$ cat config.mk
export PLATFORM = sky130hd
export DESIGN_NAME = melody_sequencer
export DESIGN_NICKNAME = d
export VERILOG_FILES = /design/src/rtl/melody_sequencer.sv
export SDC_FILE = /design/constraint.sdc
export NUM_CORES = 1
export LEC_CHECK = 0
export ABC_AREA = 1
export BUFFER_PORTS_ARGS = -buffer_cell sky130_fd_sc_hd__buf_2
export CAP_MARGIN = 20
export CORE_ASPECT_RATIO = 0.5
export CORE_MARGIN = 3
export CORE_UTILIZATION = 30
export CTS_BUF_LIST = sky130_fd_sc_hd__clkbuf_8
export CTS_CLUSTER_DIAMETER = 60
export DETAILED_ROUTE_END_ITERATION = 8
export PLACE_DENSITY = 0.46
export SETUP_SLACK_MARGIN = 0.2
export SYNTH_ARGS = -nofsm -noshare
export SYNTH_HDL_FRONTEND = slang
export SYNTH_SLANG_ARGS = --single-unit
$ cat constraint.sdc
create_clock -name clk -period 12.5 [get_ports clk]
set_input_delay 2.5 -clock clk [delete_from_list [all_inputs] [get_ports clk]]
set_output_delay 2.5 -clock clk [all_outputs]
set_load 0.02 [all_outputs]
$ cat src/rtl/melody_sequencer.sv
// melody_sequencer: steps through a programmed note list and drives f_dHz/tone_en.
// Note word: [3:0] semitone (12..15 = rest), [5:4] octave, [9:6] duration ticks minus one.
module melody_sequencer #(
  parameter  int unsigned TICK_CYCLES = 12_500_000,
  parameter  int unsigned GAP_CYCLES  = 1_000_000,
  parameter  int unsigned DEPTH       = 16,
  localparam int unsigned AW          = $clog2(DEPTH)
) (
  input  logic          clk,
  input  logic          rst_n,
  input  logic          wr_en,
  input  logic [AW-1:0] wr_addr,
  input  logic [9:0]    wr_data,
  input  logic [AW:0]   seq_len,
  input  logic          loop,
  input  logic          start,
  input  logic          stop,
  output logic [31:0]   f_dHz,
  output logic          tone_en,
  output logic          busy,
  output logic [AW-1:0] step,
  output logic          done
);

  // state  | meaning
  // S_IDLE | waiting for start; sequence RAM writable
  // S_PLAY | note (or rest) sounding for (dur+1) ticks
  // S_GAP  | silent gap after a step, f_dHz held
  // S_DONE | one-cycle done pulse, then back to idle
  typedef enum logic [1:0] {S_IDLE, S_PLAY, S_GAP, S_DONE} state_t;

  state_t        state_q, state_d;
  logic [AW-1:0] step_q, step_d;
  logic [31:0]   timer_q, timer_d;
  logic [31:0]   f_q, f_d;
  logic          tone_q, tone_d;
  logic          done_q, done_d;
  logic          busy_q;

  logic [9:0]    ram [DEPTH];
  logic [AW-1:0] rd_addr;
  logic [9:0]    rd_word;
  logic [31:0]   rd_freq;
  logic [31:0]   note_cycles;
  logic          rd_rest;
  logic [AW:0]   step_p1;
  logic          last;
  logic          load;
  logic          advance;

  function automatic logic [31:0] note_freq(input logic [9:0] w);
    logic [31:0] base;
    case (w[3:0])
      4'd0:    base = 32'd2616;
      4'd1:    base = 32'd2772;
      4'd2:    base = 32'd2937;
      4'd3:    base = 32'd3111;
      4'd4:    base = 32'd3296;
      4'd5:    base = 32'd3492;
      4'd6:    base = 32'd3700;
      4'd7:    base = 32'd3920;
      4'd8:    base = 32'd4153;
      4'd9:    base = 32'd4400;
      4'd10:   base = 32'd4662;
      4'd11:   base = 32'd4939;
      default: base = 32'd0;
    endcase
    case (w[5:4])
      2'd0:    return base >> 1;
      2'd1:    return base;
      2'd2:    return base << 1;
      default: return base << 2;
    endcase
  endfunction

  always_ff @(posedge clk) begin
    if (wr_en && state_q == S_IDLE) ram[wr_addr] <= wr_data;
  end

  assign step_p1 = {1'b0, step_q} + (AW+1)'(1);
  assign last    = step_p1 >= seq_len;
  assign rd_addr = (state_q == S_IDLE || last) ? '0 : step_q + AW'(1);

  // A write in the same cycle as start must be seen by step 0.
  assign rd_word     = (wr_en && state_q == S_IDLE && wr_addr == rd_addr) ? wr_data : ram[rd_addr];
  assign rd_rest     = rd_word[3:0] >= 4'd12;
  assign rd_freq     = note_freq(rd_word);
  assign note_cycles = (32'(rd_word[9:6]) + 32'd1) * TICK_CYCLES - 32'd1;

  always_comb begin
    state_d = state_q;
    step_d  = step_q;
    timer_d = timer_q;
    f_d     = f_q;
    tone_d  = tone_q;
    done_d  = 1'b0;
    load    = 1'b0;
    advance = 1'b0;
    if (timer_q != '0) timer_d = timer_q - 32'd1;

    case (state_q)
      S_IDLE: if (start && !stop && seq_len != '0) load = 1'b1;
      S_PLAY: begin
        if (timer_q == '0) begin
          if (GAP_CYCLES != 0) begin
            state_d = S_GAP;
            timer_d = GAP_CYCLES - 1;
            tone_d  = 1'b0;
          end else begin
            advance = 1'b1;
          end
        end
      end
      S_GAP:  if (timer_q == '0) advance = 1'b1;
      S_DONE: begin
        state_d = S_IDLE;
        step_d  = '0;
      end
      default: state_d = S_IDLE;
    endcase

    if (advance) begin
      if (!last || loop) begin
        load = 1'b1;
      end else begin
        state_d = S_DONE;
        done_d  = 1'b1;
        tone_d  = 1'b0;
        f_d     = '0;
      end
    end

    if (load) begin
      state_d = S_PLAY;
      step_d  = rd_addr;
      timer_d = note_cycles;
      f_d     = rd_freq;
      tone_d  = !rd_rest;
    end

    if (stop && state_q != S_IDLE) begin
      state_d = S_IDLE;
      step_d  = '0;
      timer_d = '0;
      f_d     = '0;
      tone_d  = 1'b0;
      done_d  = 1'b0;
    end
  end

  always_ff @(posedge clk) begin
    if (!rst_n) begin
      state_q <= S_IDLE;
      step_q  <= '0;
      timer_q <= '0;
      f_q     <= '0;
      tone_q  <= 1'b0;
      done_q  <= 1'b0;
      busy_q  <= 1'b0;
    end else begin
      state_q <= state_d;
      step_q  <= step_d;
      timer_q <= timer_d;
      f_q     <= f_d;
      tone_q  <= tone_d;
      done_q  <= done_d;
      busy_q  <= (state_d != S_IDLE);
    end
  end

  assign f_dHz   = f_q;
  assign tone_en = tone_q;
  assign busy    = busy_q;
  assign step    = step_q;
  assign done    = done_q;

endmodule
---- Word level (Yosys, flattened, before mapping) ----
Memories as Yosys holds them, arrays and structs flattened.
Index checks and enable logic that the tools add are counted.
word-level totals
  register bits after elaboration ......... 73
  memory bits (writable) .................. 160
  memory bits (read-only) ................. 208
  bits of input ports ..................... 25
  output and inout bits ................... 39
  word-level logic and storage cells ...... 80
  memories ................................ 2
cells by class
  $add $sub $neg .......................... 5
  multipliers ............................. 1
  order comparisons ....................... 2
  eq/ne operators ......................... 7
  multiplexer cells ....................... 32
  bitwise gates (word level) .............. 2
  reduce and logical (&&, ||, !) cells .... 22
memory list
  memory           words  width  rd ports  clocked after Yosys merged registers in  write ports  line  source
  (no name shown)  16     13     1         0                                        0            53    case (w[3:0])
  ram              16     10     1         0                                        1            40    logic [9:0] ram [DEPTH];
operators by type and width
  kind                     number
  $mux W32                 7
  $pmux W32 S3             1
  $logic_not A32 Y1        1
  $reduce_bool A32 Y1      1
  $sub A32 B1 Y32 const B  1
  $sub A29 B1 Y30 const B  1
  $mul A5 B19 Y24 const B  1
  $mux W1                  14
  $mux W4                  3
  $add A4 B1 Y5 const B    2
  $mux W10                 1
  $mux W2                  5
  $reduce_bool A2 Y1       4
  $eq A2 B2 Y1 const B     3
  $ge A5 B5 Y1             1
  $logic_and A1 B1 Y1      5
  $reduce_bool A5 Y1       1
  $add A4 B1 Y4 const B    1
  $eq A2 B1 Y1 const B     2
  $eq A4 B4 Y1             1
  $ge A4 B4 Y1 const B     1
  $logic_not A2 Y1         2
  $pmux W2 S2              1
  $logic_not A1 Y1         3
  6 further kinds          8

---- Longest topological paths before layout ----
Gate-level depths: netlist of the first run.
  depth in word-level cells ............... 11
  depth in mapped cells ................... 50
  gate-level depth less buffers ........... 48

---- Worst setup path before layout of the first run ----
Ideal clock, no wire load.
  path kind ............................... input -> register
  from .................................... input port seq_len[4]
  to ...................................... register timer_q[28]
  setup time .............................. 0.109 ns
  arrival ................................. 8.431 ns
  setup slack ............................. 3.960 ns
  cell stages on the path ................. 46
  cells stage by stage .................... inv_1 -> ha_1 -> nand2_1 -> inv_1 -> nand2_1 -> nand2_2 -> nor2_8 -> nand3_2 -> inv_2 -> buf_4 -> nand3_1 -> nand3_1 -> nand3_1 -> nand2_2 -> ha_1 -> nand2_2 -> nor2_4 -> inv_2 -> (+10 left out) -> o21bai_1 -> a21o_1 -> a21o_1 -> nand3_1 -> nor2_1 -> nand2_1 -> nand2_1 -> nand2_1 -> nand2_1 -> nand2_1 -> nor2_1 -> nand2_1 -> inv_1 -> nand2_1 -> nand2_1 -> nand3_1 -> nand2_1 -> inv_1
between the ends
  longest elaborated chain between the ends .. 10
  elaborated cells between the ends (all ways) .. 19
ends and longest elaborated chain
  element                                                                  line  source
  start, declared                                                          14    input logic [AW:0] seq_len,
  parallel branches: the longest is 9 deep, another holds $sub A29 B1 Y30  n/a
  $mux W32 *                                                               133   if (load) begin
  end signal, assigned                                                     163   timer_q <= timer_d;
  end, declared                                                            34    logic [31:0] timer_q, timer_d;
Mark *: on every way between the ends.
A chain may end at the register's enable or synchronous reset.

---- Worst setup path in the final report of the first run ----
  from .................................... input port seq_len[4]
  to ...................................... register timer_q[26]
Same word-level chain as after synthesis.

==> flow_summary_export.csv, run 1 <==
group,metric,value,unit
power_and_ir_drop,switching_power,0.0009436,W
sta,tightest_slew,910.8,ps
cells_and_area,fillers,4197,
sta,setup_viol,0,
cells_and_area,area_delta_synth_final,10.96,%
cells_and_area,num-nets-final,1605,
grt,grtUsageTotal,16.50,%
power_and_ir_drop,p_leak,5.829,nW
critical_path,critical_path.endpoint_type,"flip-flop",
synth,syn_area,12600,sq um
clock_tree,post_cts_resized,0,
floorplanning,die_w,295.9,um
routing,vias,10210,
critical_path,critPathCapture,"timer_q[26]",
routing,dr.pass1.iters,5,
cells_and_area,layout_commonest_cell,"nand2_1",
grt,grt_max_degree,41,
routing,drc,0,
floorplanning,chipHeight,150.9,um
clock_tree,cts.sinks,216,
floorplanning,ios,64,
power_and_ir_drop,ir_drop,0.00006183,V
power_and_ir_drop,seqPwrFrac,35.5,%
grt,grt_pass1_wl,56.97,mm
clock_tree,clock_latency,550,ps
clock_tree,clock_tree.root_cell,"clkbuf_8",
routing,routed_wl,36.65,mm
critical_path,critical_path_required,12950,ps
critical_path,criticalPathCategory,"input pin to flip-flop",
synth,ys_seq_elements,216,
synth,avgSynthCellArea,8.649,sq um
sta,period_share,78.49,%
power_and_ir_drop,power_frac_clock,24.6,%
grt,antenna_found_initial,0,
placement,portBuffers,46,
grt,grt-ovfl-total,0,
synth,synthTopCellsByArea,"edfxtp_1 38%, dfxtp_1 8.9%, nand2_1 8.6%",
floorplanning,start_util,30.79,%
critical_path,crit_fanout,19,
routing,wire_per_inst,17.66,um
critical_path,timing.rr.start,"step[0]",
job,cap_violations,0,
cells_and_area,instances_no_fill,2075,
clock_tree,post_cts_buffers,0,
synth,async_flop_share,0,%
power_and_ir_drop,p_per_area,167.1,nW/um^2
sta,setup_tns,0,ps
critical_path,crit_start,"seq_len[4]",
clock_tree,clk_path_buf_depth,3,
grt,grt_pass1_vias,9964,
routing,drt_iter0_drc,932,
hold_path,hold_class,"flip-flop to flip-flop",
cells_and_area,seqCellArea,5926,sq um
sta,slew-limit-headroom,39.21,%
clock_tree,cts_hold_buffers,0,
sta,timing.final.crit_period,9811,ps
critical_path,critPathLaunchType,"input pin",
synth,synth_edf_count,160,
placement,hpwl,25.21,mm
synth,ys_warn_count,0,
sta,maxSlewViolCount,0,
routing,avgViaCountPerCell,4.920,
synth,netlist.area_leader.share,38.13,%
critical_path,r2r_cells,42,
synth,netlist_instances,1457,
power_and_ir_drop,p_int,0.001394,W
cells_and_area,layout-drive-gt1-share,12.58,%
run_status,status,"finished clean",
cells_and_area,multi_input_area,5702,sq um
placement,dpl.cell_count,2015,
sta,fmax,101.9,MHz
routing,ant_nets,0,
critical_path,regToRegSetupSlack,3730,ps
critical_path,crit_top_cell,"inv_1",
synth,synth_ff_type,"edfxtp_1",
sta,hold_viol,0,
critical_path,slowest_stage,"inv_1",
synth,yosysTopAreaCell,"edfxtp_1",
clock_tree,cts_tree,"built",
placement,place.gp.congestion,0.8874,
critical_path,cp.arrival,10260,ps
sta,rsz0062_at_grt,"false",
floorplanning,core_region_area,40920,sq um
power_and_ir_drop,swShare,40.37,%
floorplanning,fp.dieArea,44650,sq um
clock_tree,cts-buffers-inserted,36,
critical_path,timing.rr.end,"timer_q[26]",
sta,fin_worst_skew,19.23,ps
cells_and_area,final_cell_mix,"290 x nand2_1, 170 x nand3_1, 169 x inv_1",
synth,yosysSeqAreaShare,47.02,%
clock_tree,clkTransAtPathRegs,60,ps
critical_path,critPathMaxStageDelay,710,ps
floorplanning,std_cell_rows,52,
power_and_ir_drop,comb_power_share,39.9,%
synth,synth.distinct_cells,50,
clock_tree,cts_max_level,2,
synthesized netlist by cell type, drive strengths merged (11+ instances only):
library cell / instances
nand2: 299
inv: 168
or2: 54
edfxtp: 160
nor3: 11
dfxtp: 56
fa: 15
o21ai: 58
nand4: 29
clkbuf: 20
nor2: 121
o211ai: 53
nand3: 174
ha: 52
a21oi: 83
xor2: 17
buf: 48
critical path, delay by kind of cell:
| kind | cells | cell delay, ps |
|---|---|---|
| AOI/OAI and AO/OA | 8 | 1380 |
| adders and majority gates | 7 | 2540 |
| buffers and inverters | 9 | 1220 |
| and+or+nand+nor | 17 | 2570 |
cell families after synthesis:
kind of cell	share of synthesized area, %
adder cells (fa/ha/maj)	7.546
buffers and inverters	8.290
AO/OA/AOI/OAI	10.45
other	0.02976
flip-flops	47.02
XOR/XNOR	1.459
AND/OR/NAND/NOR	25.20
cell type report:
class / count / area share (%)
antenna: 1 / 0.01790
multi-input combinational: 1020 / 40.77
timing repair buffer: 70 / 3.015
inverter: 169 / 4.537
clock inverter: 21 / 0.7069
sequential: 216 / 42.38
clock buffer: 38 / 3.740
tap: 540 / 4.832
per-stage QoR:
stage	worst slack (ps)	cell area, sq um	total power [W]	utilization, %	hold slack (ps)
finish	2689	13980	0.002337	34.17	460.8
floorplan	3960	12660	0.001538	-	528.3
detailed placement	2088	13360	0.001773	32.64	452.5
global route	1936	13980	0.002528	34.16	477.5
CTS	2672	13980	0.002361	34.16	461.8
global placement	2311	13330	0.001772	32.56	451.6
metal layers:
metal	track usage, %	vias to the layer above	routed length, um
met4	3.617	0	539
li1	-	5023	-
met1	22.62	4903	17460
met2	27.59	238	16940
met3	2.637	46	1707
met5	0	-	0
registers in the layout, summed over array words and instances, names as in the netlist:
| signal | cells |
|---|---|
| busy | 1 |
| done | 1 |
| f_dHz | 15 |
| ram | 160 |
| state_q | 2 |
| step | 4 |
| timer_q | 32 |
| tone_en | 1 |
how the worst min path moves through the flow:
stage / from / endpoint / cells after the start
5_1_grt: f_dHz[13] / f_dHz[13] / 2
4_1_cts: f_dHz[13] / f_dHz[13] / 2
3_3_place_gp: f_dHz[13] / f_dHz[13] / 2
3_5_place_dp: f_dHz[13] / f_dHz[13] / 2
2_1_floorplan: timer_q[1] / timer_q[1] / 2
6_report: f_dHz[13] / f_dHz[13] / 2
power groups by stage:
stage | Sequential [W] | Clock, W | Combinational (W)
after floorplan | 0.000842 | 0 | 0.000696
after global placement | 0.000844 | 0 | 0.000928
after detailed placement | 0.000844 | 0 | 0.000929
after CTS | 0.000829 | 0.000596 | 0.000936
after global routing | 0.000833 | 0.000630 | 0.00107
final | 0.000829 | 0.000574 | 0.000933
Note: power is estimated with default switching activity, not from simulation.
==> inputs of run 2 (changes only) <==
Settings changed: PLACE_DENSITY 0.46 to 0.47.
Clock period 12.5 ns to 8.1 ns, I/O delays scaled along.
==> flow_summary_export.csv, run 2 (synthesis results as in run 1) <==
group,metric,value,unit
hold_path,min_from,"f_dHz[0]",
sta,hold_viol,0,
grt,grt-ovfl-total,0,
critical_path,critPathMaxStageDelay,510,ps
cells_and_area,area_delta_synth_final,13.97,%
routing,routed_wl,36.11,mm
sta,hold_slack,461.5,ps
routing,met2_length,16.29,mm
grt,grt_max_degree,49,
floorplanning,chipHeight,150.9,um
clock_tree,clkTransAtPathRegs,60,ps
sta,maxSlewViolCount,0,
routing,drt_iter0_drc,752,
clock_tree,cts.sinks,216,
sta,timing.final.crit_period,7392,ps
placement,portBuffers,46,
run_status,status,"finished clean",
routing,dr_wl_met3,1.673,mm
placement,place.gp.congestion,0.8374,
clock_tree,cts_hold_buffers,0,
critical_path,critical_path_required,8600,ps
routing,ant_nets,0,
routing,vias,10150,
routing,wl_met1,17.59,mm
grt,grt_pass1_wl,56.44,mm
placement,place_area,13650,sq um
cells_and_area,largest_reg_flops,160,
sta,tightest_slew,964.7,ps
critical_path,timing.rr.start,"step[0]",
power_and_ir_drop,ir_drop,0.0001015,V
grt,antenna_found_initial,0,
floorplanning,fp.dieArea,44650,sq um
floorplanning,die_w,295.9,um
routing,dr.pass1.iters,5,
critical_path,slowest_stage,"fa_1",
critical_path,crit_top_cell,"nand3_1",
cells_and_area,fin_area,14360,sq um
critical_path,critical_path.endpoint_type,"flip-flop",
sta,period_share,91.26,%
sta,setup_tns,0,ps
clock_tree,cts-buffers-inserted,37,
clock_tree,cts_tree,"built",
floorplanning,std_cell_rows,52,
cells_and_area,num_antenna_cells,0,
routing,avgViaCountPerCell,4.796,
sta,setup_viol,0,
cells_and_area,layout-drive-gt1-share,15.23,%
cells_and_area,final_cell_mix,"289 x nand2_1, 169 x inv_1, 169 x nand3_1",
clock_tree,clk_path_buf_depth,3,
clock_tree,clock_tree.root_cell,"clkbuf_8",
clock_tree,cts_max_level,2,
cells_and_area,finish.utilization,35.10,%
sta,rsz0062_at_grt,"false",
grt,grtUsageTotal,16.34,%
sta,fmax,135.3,MHz
floorplanning,core_region_area,40920,sq um
routing,wire_per_inst,17.06,um
job,cap_violations,0,
critical_path,criticalPathCategory,"input pin to flip-flop",
grt,grt_pass1_vias,9806,
cells_and_area,largest-register,"ram",
routing,drc,0,
power_and_ir_drop,p_leak,6.037,nW
critical_path,critPathLaunchType,"input pin",
critical_path,crit_fanout,23,
cells_and_area,layout_commonest_cell,"nand2_1",
placement,hpwl,24.90,mm
hold_path,hold_class,"flip-flop to flip-flop",
floorplanning,start_util,30.79,%
power_and_ir_drop,p_per_area,257.0,nW/um^2
sta,slew-limit-headroom,35.62,%
clock_tree,clock_latency,580,ps
critical_path,crit_start,"seq_len[4]",
sta,fin_worst_skew,28.96,ps
routing,top_layer,"met4",
floorplanning,ios,64,
cells_and_area,num-nets-final,1642,
critical_path,cp.arrival,7890,ps
## run 2: changes by cell type in the layout (fill, tap and decap cells not counted), moves of 2 or more
cell and delta:
buf_4 +36, buf_12 +3, buf_6 -3, clkinv_1 +2
## run 2: power breakdown
| part | switching (W) | internal (W) |
|---|---|---|
| clock | 0.000477 | 0.000481 |
| sequential | 0.0000380 | 0.00124 |
| combinational | 0.000947 | 0.000508 |
## run 2: cell type report
class | count | area [sq um]
well taps | 540 | 675.6
fillers | 4235 | 26560
inverters | 169 | 638.1
clock buffers | 39 | 536.8
multi-input cells | 1020 | 5724
flip-flops and latches | 216 | 5927
clock inverters | 26 | 142.6
repair buffers | 106 | 718.2
## run 2: worst max-delay path, delay by kind of cell
family                   cells  cell delay (ps)
buffers and inverters        9              770
XOR/XNOR                     1              180
AND/OR/NAND/NOR             19             2190
AO/OA/AOI/OAI                6              910
adder cells (fa/ha/maj)      7             2200
## run 2: path summary, 6_finish.rpt
check             cells past startpoint  slack, ps     endpoint
hold / removal                        2        460     f_dHz[0]
setup reg to reg                     42        920  timer_q[27]
hold reg to reg                       2        460     f_dHz[0]
setup / recovery                     42        710  timer_q[27]
## run 2: stage by stage
step	instances	setup WS (ps)	total power, W
6_report	2116	707.8	0.003691
5_1_grt	2116	192.3	0.004015
4_1_cts	2115	662.9	0.003711
3_5_place_dp	2050	92.06	0.002732
3_3_place_gp	2050	194.7	0.002747
2_1_floorplan	1473	440.2	0.002373
## run 2: what timing repair did
| action | CTS | global route |
|---|---|---|
| gates resized for setup | 0 | 8 |
| setup buffers | 0 | 1 |
| endpoints found under the setup margin | 0 | 11 |
## run 2: routing by layer
metal	vias to the layer above	GRT usage [%]
met3	45	2.813
met5	-	0
met1	4772	22.65
met2	213	26.83
li1	5119	-
met4	0	3.593
==> inputs of run 3 (changes only) <==
Settings changed: CORE_ASPECT_RATIO 0.5 to 2.
==> flow_summary_export.csv, run 3 (synthesis results as in run 1) <==
group,metric,value,unit
sta,layout_setup_ws,679.3,ps
placement,post-place-ws,3.689,ps
run_status,status,"finished clean",
grt,grt_max_degree,53,
sta,hold_viol,0,
clock_tree,clkTransAtPathRegs,60,ps
critical_path,regToRegSetupSlack,1000,ps
hold_path,min_from,"f_dHz[13]",
sta,timing.final.crit_period,7421,ps
sta,fin_worst_skew,21.24,ps
cells_and_area,layout_commonest_cell,"nand2_1",
floorplanning,die_w,150.9,um
sta,fmax,134.8,MHz
power_and_ir_drop,p_per_area,271.0,nW/um^2
grt,grt-ovfl-total,0,
sta,setup_viol,0,
routing,avgViaCountPerCell,4.868,
placement,place_area,13990,sq um
critical_path,criticalPathCategory,"input pin to flip-flop",
floorplanning,ios,64,
critical_path,critPathLaunchType,"input pin",
critical_path,crit_fanout,13,
sta,tightest_slew,930.0,ps
cells_and_area,layout-drive-gt1-share,16.71,%
floorplanning,chipHeight,295.9,um
cells_and_area,final_cell_mix,"289 x nand2_1, 170 x nand3_1, 164 x inv_1",
hold_path,holdPathStages,2,
cells_and_area,area_delta_synth_final,16.15,%
cells_and_area,largest-register,"ram",
routing,routed_wl,39.65,mm
critical_path,r2r_cells,40,
sta,period_share,91.61,%
floorplanning,std_cell_rows,105,
routing,drt_iter0_drc,484,
floorplanning,start_util,30.55,%
sta,setup_tns,0,ps
routing,drc,0,
hold_path,hold_class,"flip-flop to flip-flop",
placement,portBuffers,46,
clock_tree,cts.sinks,216,
critical_path,slowest_stage,"fa_1",
critical_path,critical_path.endpoint_type,"flip-flop",
clock_tree,cts_tree,"built",
critical_path,cp.arrival,7900,ps
critical_path,critical_path_required,8580,ps
hold_path,worstHoldEndpoint,"f_dHz[13]",
grt,grt_pass1_vias,10510,
clock_tree,clock_latency,570,ps
critical_path,critPathMaxStageDelay,510,ps
sta,slew-limit-headroom,37.93,%
clock_tree,cts_max_level,2,
grt,grt_pass1_wl,59.95,mm
job,cap_violations,0,
routing,dr.pass1.iters,5,
critical_path,crit_start,"seq_len[4]",
power_and_ir_drop,ir_drop,0.00008954,V
power_and_ir_drop,p_leak,6.190,nW
placement,hpwl,29.94,mm
sta,maxSlewViolCount,0,
critical_path,timing.rr.end,"timer_q[27]",
routing,vias,10420,
grt,grtUsageTotal,17.71,%
clock_tree,post_cts_resized,0,
placement,place.gp.congestion,0.8859,
routing,ant_nets,0,
critical_path,timing.rr.start,"step[1]",
cells_and_area,largest_reg_flops,160,
cells_and_area,fin_area,14640,sq um
floorplanning,fp.dieArea,44650,sq um
clock_tree,clk_path_buf_depth,3,
clock_tree,cts-buffers-inserted,34,
floorplanning,core_region_area,41250,sq um
routing,wire_per_inst,18.53,um
cells_and_area,multi_input_area,5710,sq um
clock_tree,cts_hold_buffers,0,
sta,rsz0062_at_grt,"false",
grt,antenna_found_initial,1,
cells_and_area,seqCellArea,5926,sq um
clock_tree,clock_tree.root_cell,"clkbuf_8",
cells_and_area,fillers,4364,
clock_tree,post_cts_buffers,0,
cells_and_area,num-nets-final,1675,
[run 3: cell count changes in the layout (fill, tap and decap cells not counted), sizes merged]
cell	change
buf	+36
clkbuf	-1
bufinv	-1
inv	-5
clkinv	-1
diode	+1
[run 3: final cells by class]
type / count / area share (%)
clock inverter: 19 / 0.7522
multi-input combinational: 1020 / 39.01
tap: 535 / 4.573
clock buffer: 38 / 3.573
sequential: 216 / 40.48
inverter: 169 / 4.334
antenna: 1 / 0.01710
timing repair buffer: 142 / 7.257
[run 3: through the flow]
step           util, %  hold slack, ps  cells  total power (W)
2_1_floorplan        -           528.3   1473         0.002373
3_3_place_gp     33.84           455.2   2081         0.003096
3_5_place_dp     33.91           456.6   2082         0.003109
4_1_cts          35.44           466.8   2139         0.004020
5_1_grt          35.48           483.0   2140         0.004257
6_report         35.48           462.1   2140         0.003967
[run 3: worst max-delay path by stage]
stage	slack (ps)	endpoint
6_report	680	timer_q[27]
2_1_floorplan	440	timer_q[28]
4_1_cts	570	timer_q[29]
5_1_grt	230	timer_q[27]
3_5_place_dp	4	timer_q[29]
3_3_place_gp	40	timer_q[27]
[run 3: metal layers]
| metal | share of wire [%] | track usage (%) | up-vias | routed length [um] |
|---|---|---|---|---|
| li1 | - | - | 5179 | - |
| met1 | 35 | 17.28 | 4929 | 13980 |
| met2 | 56 | 35.13 | 214 | 22290 |
| met3 | 3.2 | 2.477 | 96 | 1285 |
| met4 | 5.3 | 8.924 | 0 | 2092 |
| met5 | 0 | 0 | - | 0 |
[run 3: report_power, final]
group | leakage (nW) | internal, W | switching [W]
clock network | 0.348 | 0.000438 | 0.000458
registers | 1.90 | 0.00124 | 0.0000377
logic | 3.94 | 0.000721 | 0.00107
[run 3: worst max-delay path, delay by kind of cell]
family                   cells  cell delay [ps]
AND/OR/NAND/NOR             20             2510
adder cells (fa/ha/maj)      7             2130
buffers and inverters        8              780
AO/OA/AOI/OAI                4              520
XOR/XNOR                     1              310
